<file path="src/rtl/picorv32_mem_responder_if.sv">
// -----------------------------------------------------------------------------
// picorv32_mem_responder_if
//   PicoRV32 native memory bus bundle.
//
//   Signals
//     mem_valid  core request
//     mem_instr  request is an instruction fetch
//     mem_addr   byte address [31:0]
//     mem_wdata  write data [31:0]
//     mem_wstrb  byte write strobes [3:0], 0 means read
//     mem_ready  transfer complete, single-cycle pulse
//     mem_rdata  read data [31:0], valid only while mem_ready=1
//
//   Modports
//     master  the core side (drives the request)
//     slave   the memory side (drives ready/rdata)
// -----------------------------------------------------------------------------
interface picorv32_mem_responder_if;
    logic        mem_valid;
    logic        mem_instr;
    logic [31:0] mem_addr;
    logic [31:0] mem_wdata;
    logic [3:0]  mem_wstrb;
    logic        mem_ready;
    logic [31:0] mem_rdata;

    modport master (
        output mem_valid, mem_instr, mem_addr, mem_wdata, mem_wstrb,
        input  mem_ready, mem_rdata
    );

    modport slave (
        input  mem_valid, mem_instr, mem_addr, mem_wdata, mem_wstrb,
        output mem_ready, mem_rdata
    );
endinterface

</file>
<file path="src/rtl/picorv32_mem_responder.sv">
// -----------------------------------------------------------------------------
// picorv32_mem_responder
//   Small word-addressed memory answering PicoRV32 native bus requests with a
//   configurable number of stall cycles (driven by stall_req).
//
//   Parameters
//     DEPTH     number of 32-bit words (power of two, 2..64)
//     MAX_WAIT  maximum stall cycles per transfer (0..15)
//
//   Ports
//     clk           sole clock, rising edge
//     resetn        asynchronous active-low reset; also clears the store
//     bus           picorv32_mem_responder_if.slave (request in, ready/rdata out)
//     stall_req     stretch the current transfer while in WAIT
//     protocol_err  sticky flag: request changed or dropped while in WAIT
//
//   Build option
//     PICORV32_MEM_PROTOCOL_CHECK_EN  when defined, builds the request-stability
//     checker behind protocol_err; otherwise protocol_err is tied to 0.
//
//   Transfer timing: request seen in IDLE -> WAIT (0..MAX_WAIT extra cycles)
//   -> RESP (mem_ready=1 for one cycle) -> IDLE.
// -----------------------------------------------------------------------------
module picorv32_mem_responder #(
    parameter int DEPTH    = 16,
    parameter int MAX_WAIT = 4
) (
    input  logic                           clk,
    input  logic                           resetn,
    picorv32_mem_responder_if.slave        bus,
    input  logic                           stall_req,
    output logic                           protocol_err
);

    localparam int          AW     = $clog2(DEPTH);
    localparam logic [3:0]  MAX_W  = 4'(MAX_WAIT);

    localparam logic [1:0] IDLE = 2'd0;
    localparam logic [1:0] WAIT = 2'd1;
    localparam logic [1:0] RESP = 2'd2;

    logic [1:0]    state;
    logic [3:0]    wait_cnt;

    // Captured request
    logic [31:0]   addr_q;
    logic [31:0]   wdata_q;
    logic [3:0]    wstrb_q;
    logic          instr_q;

    logic [31:0]   store [DEPTH];

    logic [AW-1:0] idx_q;
    logic          stay_wait;
    logic          go_resp;

    // Higher address bits alias onto the same words; byte offset is ignored.
    assign idx_q     = addr_q[AW+1:2];
    assign stay_wait = stall_req && (wait_cnt < MAX_W);
    assign go_resp   = (state == WAIT) && !stay_wait;

    // ------------------------------------------------------------------
    // Control FSM and response registers
    // ------------------------------------------------------------------
    // NOTE: all state below is updated with non-blocking assignments so every
    // register samples the pre-edge values, independent of statement order.
    always_ff @(posedge clk or negedge resetn) begin
        if (!resetn) begin
            state         <= IDLE;
            wait_cnt      <= '0;
            addr_q        <= '0;
            wdata_q       <= '0;
            wstrb_q       <= '0;
            instr_q       <= 1'b0;
            bus.mem_ready <= 1'b0;
            bus.mem_rdata <= '0;
        end else begin
            // Response outputs are single-cycle; they default back to 0.
            bus.mem_ready <= 1'b0;
            bus.mem_rdata <= '0;
            case (state)
                IDLE: begin
                    if (bus.mem_valid) begin
                        addr_q   <= bus.mem_addr;
                        wdata_q  <= bus.mem_wdata;
                        wstrb_q  <= bus.mem_wstrb;
                        instr_q  <= bus.mem_instr;
                        wait_cnt <= '0;
                        state    <= WAIT;
                    end
                end
                WAIT: begin
                    if (stay_wait) begin
                        wait_cnt <= wait_cnt + 4'd1;
                    end else begin
                        state         <= RESP;
                        bus.mem_ready <= 1'b1;
                        // Writes answer with 0; the store write lands on this
                        // same edge so a read here always sees the old word.
                        bus.mem_rdata <= (wstrb_q == 4'b0000) ? store[idx_q] : '0;
                    end
                end
                RESP:    state <= IDLE;
                default: state <= IDLE;
            endcase
        end
    end

    // ------------------------------------------------------------------
    // Store: byte-masked write on the WAIT->RESP edge
    // ------------------------------------------------------------------
    // NOTE: the store is reset on purpose (contents must read as zero after
    // reset), so it is built from flops rather than a RAM macro.
    always_ff @(posedge clk or negedge resetn) begin
        if (!resetn) begin
            for (int i = 0; i < DEPTH; i++) begin
                store[i] <= '0;
            end
        end else if (go_resp && (wstrb_q != 4'b0000)) begin
            for (int b = 0; b < 4; b++) begin
                if (wstrb_q[b]) begin
                    store[idx_q][8*b +: 8] <= wdata_q[8*b +: 8];
                end
            end
        end
    end

    // ------------------------------------------------------------------
    // Optional request-stability checker
    // ------------------------------------------------------------------
`ifdef PICORV32_MEM_PROTOCOL_CHECK_EN
    logic req_changed;

    // NOTE: every combinational output gets a default first so no latch is
    // inferred on any path.
    always_comb begin
        req_changed = 1'b0;
        if (state == WAIT) begin
            req_changed = !bus.mem_valid
                       || (bus.mem_addr  != addr_q)
                       || (bus.mem_wdata != wdata_q)
                       || (bus.mem_wstrb != wstrb_q)
                       || (bus.mem_instr != instr_q);
        end
    end

    always_ff @(posedge clk or negedge resetn) begin
        if (!resetn) begin
            protocol_err <= 1'b0;
        end else if (req_changed) begin
            protocol_err <= 1'b1;
        end
    end
`else
    assign protocol_err = 1'b0;

    // Captured bits that only the checker would read; mem_instr never affects
    // data behaviour.
    logic unused_capture;
    assign unused_capture = ^{addr_q[31:AW+2], addr_q[1:0], instr_q};
`endif

endmodule

</file>
<file path="src/flat_wrapper.sv">
// flat-port wrapper written by rule: the top's interface ports become plain ports
module picorv32_mem_responder_flat 
#(
    parameter int DEPTH    = 16,
    parameter int MAX_WAIT = 4
)
  (clk, resetn, stall_req, protocol_err, bus_mem_valid, bus_mem_instr, bus_mem_addr, bus_mem_wdata, bus_mem_wstrb, bus_mem_ready, bus_mem_rdata);
  picorv32_mem_responder_if bus_i ();
  input  logic clk;
  input  logic resetn;
  input  logic stall_req;
  output logic protocol_err;
  input wire logic [$bits(bus_i.mem_valid)-1:0] bus_mem_valid;
  input wire logic [$bits(bus_i.mem_instr)-1:0] bus_mem_instr;
  input wire logic [$bits(bus_i.mem_addr)-1:0] bus_mem_addr;
  input wire logic [$bits(bus_i.mem_wdata)-1:0] bus_mem_wdata;
  input wire logic [$bits(bus_i.mem_wstrb)-1:0] bus_mem_wstrb;
  output wire logic [$bits(bus_i.mem_ready)-1:0] bus_mem_ready;
  output wire logic [$bits(bus_i.mem_rdata)-1:0] bus_mem_rdata;
  assign bus_i.mem_valid = bus_mem_valid;
  assign bus_i.mem_instr = bus_mem_instr;
  assign bus_i.mem_addr = bus_mem_addr;
  assign bus_i.mem_wdata = bus_mem_wdata;
  assign bus_i.mem_wstrb = bus_mem_wstrb;
  assign bus_mem_ready = bus_i.mem_ready;
  assign bus_mem_rdata = bus_i.mem_rdata;
  picorv32_mem_responder #(.DEPTH(DEPTH), .MAX_WAIT(MAX_WAIT)) u_core (.clk(clk), .resetn(resetn), .bus(bus_i), .stall_req(stall_req), .protocol_err(protocol_err));
endmodule
</file>
<file path="config.mk">
export PLATFORM = sky130hd
export DESIGN_NAME = picorv32_mem_responder_flat
export DESIGN_NICKNAME = d
export VERILOG_FILES = /design/src/rtl/picorv32_mem_responder_if.sv /design/src/rtl/picorv32_mem_responder.sv /design/src/flat_wrapper.sv
export SDC_FILE = /design/constraint.sdc
export NUM_CORES = 1
export LEC_CHECK = 0
export ABC_AREA = 1
export BUFFER_PORTS_ARGS = -buffer_cell sky130_fd_sc_hd__buf_2
export CAP_MARGIN = 20
export CORE_MARGIN = 2
export CORE_UTILIZATION = 59
export CTS_CLUSTER_DIAMETER = 40
export DETAILED_ROUTE_END_ITERATION = 6
export PLACE_DENSITY = 0.78
export SYNTH_ARGS = -nofsm -noshare
export SYNTH_HDL_FRONTEND = slang
export SYNTH_SLANG_ARGS = --single-unit
</file>
<file path="constraint.sdc">
create_clock -name clk -period 2 [get_ports clk]
set_input_delay 0.1 -clock clk [delete_from_list [all_inputs] [get_ports clk]]
set_output_delay 0.1 -clock clk [all_outputs]
set_load 0.02 [all_outputs]
</file>
After elaboration in Yosys (flattened, before gate mapping)
Index checks and enable logic that the tools add are counted.

Eq/ne operators: 4. Reductions and logical operators: 12. Bitwise gates (word level): 1. Muxes and demuxes: 33. $add $sub $neg: 1. Order comparisons: 3.

Operators with widths (number): 2-to-1 mux 512 bit (7); bitwise mux 512 bit (4); demux 32 bit (select 4 bit) (4); 2-to-1 mux 32 bit (6); binary-select mux 32 bit (select 4 bit) (1); 2-to-1 mux 24 bit (1); 2-to-1 mux 16 bit (1); 2-to-1 mux 4 bit (2); 2-to-1 mux 8 bit (1); one-hot mux 4 bit (2 select lines) (1); greater-or-equal comparator 5 bit, second input constant (1); < comparator 5 x 1 -> 1 bit, second input constant (1); inverter 4 -> 5 bit (1); adder 4 x 1 -> 4 bit, second input constant (1); logical AND 1 bit (4); zero test 4 bit (1); < comparator 4 x 3 -> 1 bit, second input constant (1); 2-to-1 mux 2 bit (2); inequality test 2 bit, second input constant (2); one-hot mux 2 bit (2 select lines) (1); AND reduction 2 bit (2); nonzero test 4 bit (1); AND reduction 3 bit (1); == test 2 x 1 -> 1 bit, second input constant (1); other kinds (5) (6).

Word-level logic and storage cells: 77. Input port bits: 73. Register bits after elaboration: 593.

Depth between registers and ports, before layout
Depth in word-level cells: 16. Mapped depth: 12. Gate-level depth less buffers: 9.

Worst setup path before layout
No wires, ideal clock.

Kind: register to register. From: register u_core.addr_q[5]. To: register u_core.store[253] (netlist bit). Clock period less this slack: 1.602 ns. Cell stages (with the launch flop): 10. Arrival time: 1.470 ns. Buffers on the path: 2. Data required time: 1.868 ns. Path slack: 0.398 ns. Cells stage by stage: dfrtp_1 buf_2 inv_2 nor2_4 nand2_1 inv_2 nand4_1 clkbuf_1 nand2_1 o21ai_1.

Longest elaborated chain between the ends: 13.

RTL lines: from (decl) (RTL line picorv32_mem_responder.sv:46) `logic [31:0] addr_q;`; from (signal assigned) (RTL line picorv32_mem_responder.sv:84) `addr_q <= bus.mem_addr;`; inverter 4 -> 5 bit (implied by the code) (*) (RTL line picorv32_mem_responder.sv:122) `store[idx_q][8*b +: 8] <= wdata_q[8*b +: 8];`; demux 32 bit (select 4 bit) (RTL line picorv32_mem_responder.sv:122); bitwise mux 512 bit (RTL line picorv32_mem_responder.sv:122); 2-to-1 mux 512 bit (RTL line picorv32_mem_responder.sv:121) `if (wstrb_q[b]) begin`; 2-to-1 mux 512 bit (RTL line picorv32_mem_responder.sv:119) `end else if (go_resp && (wstrb_q != 4'b0000)) begin`; bitwise mux 512 bit (RTL line picorv32_mem_responder.sv:122); 2-to-1 mux 512 bit (RTL line picorv32_mem_responder.sv:121); 2-to-1 mux 512 bit (RTL line picorv32_mem_responder.sv:119); bitwise mux 512 bit (RTL line picorv32_mem_responder.sv:122); 2-to-1 mux 512 bit (RTL line picorv32_mem_responder.sv:121); 2-to-1 mux 512 bit (RTL line picorv32_mem_responder.sv:119); bitwise mux 512 bit (RTL line picorv32_mem_responder.sv:122); 2-to-1 mux 512 bit (*) (RTL line picorv32_mem_responder.sv:121); to (signal, indexed assignment) (RTL line picorv32_mem_responder.sv:122); to (decl) (RTL line picorv32_mem_responder.sv:51) `logic [31:0] store [DEPTH];`.

Mark *: on every way between the ends. The rest lies on a longest branch, timed or not. The select of a mux whose other input is x is not followed. A chain may end at the register's enable or synchronous reset.

Worst setup path in the final report
From: register u_core.addr_q[2]. To: register u_core.store[219] (netlist bit).

The elaborated chain is that of the path after synthesis.

==> flow_metrics.tcl <==
set metrics [dict create \
    outcome "finished, violations left" \
    violations "design-rule violations" \
    pin_count 107 \
    yosysTopAreaCell "dfrtp_1" \
    crit_fanout 16 \
    synth_top_area_share_pct 52.1 \
    start_kind "flip-flop" \
    mostFrequentLayoutCell "nand2_1" \
    grt_overflow 0 \
    finalPower_uw 48200 \
    fin_crit_ps 1900 \
    wl_mm 85.2 \
    yosys_warnings 0 \
    syn_area_per_cell_um2 7.16 \
    worstSkewPairLatency_ps 630 \
    fmax_ghz 0.528 \
    cts_num_sinks 591 \
    syn_inst 3964 \
    clkPwrFrac_pct 30.4 \
    gr-usage-all-layers_pct 34.2 \
    grt_pass1_vias 25576 \
    grt_pass1_wl_mm 135 \
    tightest_slew_ps 846 \
    dp_hpwl_mm 50.5 \
    fin_crit_sh_pct 94.8 \
    syn2layout_area_growth_pct 18.8 \
    cts_buffer_depth 3 \
    nNetsFinal 4155 \
    first_pass_iters 7 \
    end_kind "flip-flop" \
    fill_cells 3754 \
    p_per_area_nw_per_um2 1430 \
    syn-num-nets 4038 \
    drive_above_1_share_pct 12.1 \
    wl_per_cell_um 17.9 \
    root_buffer "clkbuf_16" \
    hold_viol 0 \
    vias_per_cell 5.65 \
    leakagePower_uw 0.0190 \
    crit_type "reg -> reg" \
    numCtsBuffers 83 \
    setup_violations 0 \
    relSlewSlack_pct 43.6 \
    slew_violations 0 \
    rows 80 \
    intPower_uw 28700 \
    htreeDepth 3 \
    antenna_left 0 \
    cts_tree "yes" \
    synth_cell_type_count 23 \
    cp.required_ps 2480 \
    place.gp.congestion 0.858 \
    cap_violations 0 \
    p_switching_uw 19600 \
    p_comb_share_pct 32.9 \
    start_util_pct 59.6 \
    antenna_found_initial 0 \
    timing.hold.ws_ps 25.4 \
    cts.clk_slew.worst_paths_ps 60 \
    swShare_pct 40.6 \
    final_cell_mix "nand2_1, dfrtp_1, nand3_1" \
    fp.dieW_um 223 \
    hold_class "in -> async" \
    skew_ps 23.5 \
    core-area_um2 47600 \
    vias 26925 \
    drc_errors 45 \
    insertedDiodeCount 0 \
    vdd_drop_max_uv 1050 \
    arrival_ps 2380 \
    grt_max_degree 79 \
    drt_iter0_markers 3131 \
    pwr-share-seq_pct 36.7 \
    synth-seq-area-share_pct 52.1 \
    dieArea_um2 49900 \
    synthesis.area_um2 28400 \
    die_h_um 223 \
    io_buffers 76 \
    ys_ff_latch 591 \
    synth_area_leaders "dfrtp_1, nand2_1, nand3_1" \
]
-- path summary, 6_finish.rpt --
path                                          startpoint                        endpoint  slack, ps  cells after the start
max                         u_core.addr_q[2]$_DFFE_PN0P_   u_core.store[219]$_DFFE_PN0P_        100                      8
min                                               resetn   u_core.store[132]$_DFFE_PN0P_         30                      2
max reg2reg                 u_core.addr_q[2]$_DFFE_PN0P_   u_core.store[219]$_DFFE_PN0P_        100                      8
min reg2reg                u_core.store[133]$_DFFE_PN0P_   u_core.store[133]$_DFFE_PN0P_        470                      2
max in group asynchronous                         resetn   u_core.store[279]$_DFFE_PN0P_       1110                      3
min in group clk                       bus_mem_wdata[13]  u_core.wdata_q[13]$_DFFE_PN0P_        230                      4
-- cells in the mapped netlist --
library cell,n
buf_4,1
conb_1,1
nor3_2,1
inv_2,29
nand2_2,1
nand4_2,6
o21ai_1,96
buf_1,32
nor2_4,3
dfrtp_1,591
nand4_1,39
nor2_1,72
inv_1,13
a21oi_1,1
nor2_2,6
ha_1,1
clkbuf_1,175
buf_2,62
o31ai_1,1
o21ai_0,16
a22o_1,1
nand2_1,2427
nand3_1,389
-- area by class of cell --
type / instances / area (µm²) / share of cell area, %
Inverter: 42 / 179 / 0.531
Timing Repair Buffer: 301 / 2670 / 7.92
Tap cell: 615 / 769 / 2.28
Sequential cell: 591 / 14800 / 43.9
Clock inverter: 53 / 571 / 1.69
Timing Repair inverter: 1 / 8.76 / 0.0260
Clock buffer: 98 / 2220 / 6.60
Multi-Input combinational cell: 3061 / 12500 / 37.1
-- registers in the layout (all words and copies together), names as in the netlist --
| register | cells |
|---|---|
| u_core.wait_cnt | 4 |
| u_core.bus.mem_ready | 1 |
| u_core.bus.mem_rdata | 32 |
| u_core.wstrb_q | 4 |
| u_core.addr_q | 4 |
| u_core.state | 2 |
| u_core.store | 512 |
| u_core.wdata_q | 32 |
-- critical path, stage by stage, from the launching register on --
cell and delay, ps:
dfrtp_4 540, clkinv_8 160, nor2_2 170, nand2_1 80
inv_2 280, nand4_2 130, buf_4 230, nand2_1 90
o21ai_1 60
-- power by group through the flow --
stage | clock [µW] | sequential [µW] | combinational [µW]
2_1_floorplan | 0 | 16600 | 9990
3_3_place_gp | 0 | 17600 | 14800
3_5_place_dp | 0 | 17700 | 15100
4_1_cts | 14800 | 17600 | 15300
5_1_grt | 15300 | 18000 | 17300
6_report | 14700 | 17700 | 15900
-- repair_timing --
action	in CTS	in global routing
gates resized for setup	1	60
endpoints found under the setup margin	1	356
pin swaps	0	2
hold buffers	45	0
cloned	0	3
endpoints found under the hold margin	635	0
setup buffers	0	5
-- through the flow --
stage / instances / util [%] / cell area [µm²] / setup slack (ps) / setup TNS (ps)
floorplan: 3964 / - / 28400 / 398 / 0
global placement: 4558 / 63.4 / 30200 / 109 / 0
detailed placement: 4558 / 63.4 / 30200 / 70.8 / 0
CTS: 4754 / 70.2 / 33500 / 36.9 / 0
global route: 4762 / 70.8 / 33700 / -24.3 / -121
finish: 4762 / 70.8 / 33700 / 105 / 0
-- metal layers --
| metal | up-vias | global-route usage, % | routed length [µm] |
|---|---|---|---|
| li1 | 12584 | - | - |
| met1 | 12700 | 46.3 | 34500 |
| met2 | 1399 | 53.8 | 38900 |
| met3 | 242 | 7.23 | 8100 |
| met4 | 0 | 15.2 | 3610 |
| met5 | - | 0 | 0 |
-- cell families (layout without fill, tap and decap cells) --
kind of cell / after synthesis / count (layout) / synth area share, %
simple gates: 2944 / 2944 / 41.4
flops: 591 / 591 / 52.1
buf+inv: 312 / 495 / 4.41
compound gates: 115 / 115 / 2.05
fa+ha+maj: 1 / 1 / 0.0441
other cells: 1 / 1 / 0.0132
Note: power is estimated with default switching activity, not from simulation.
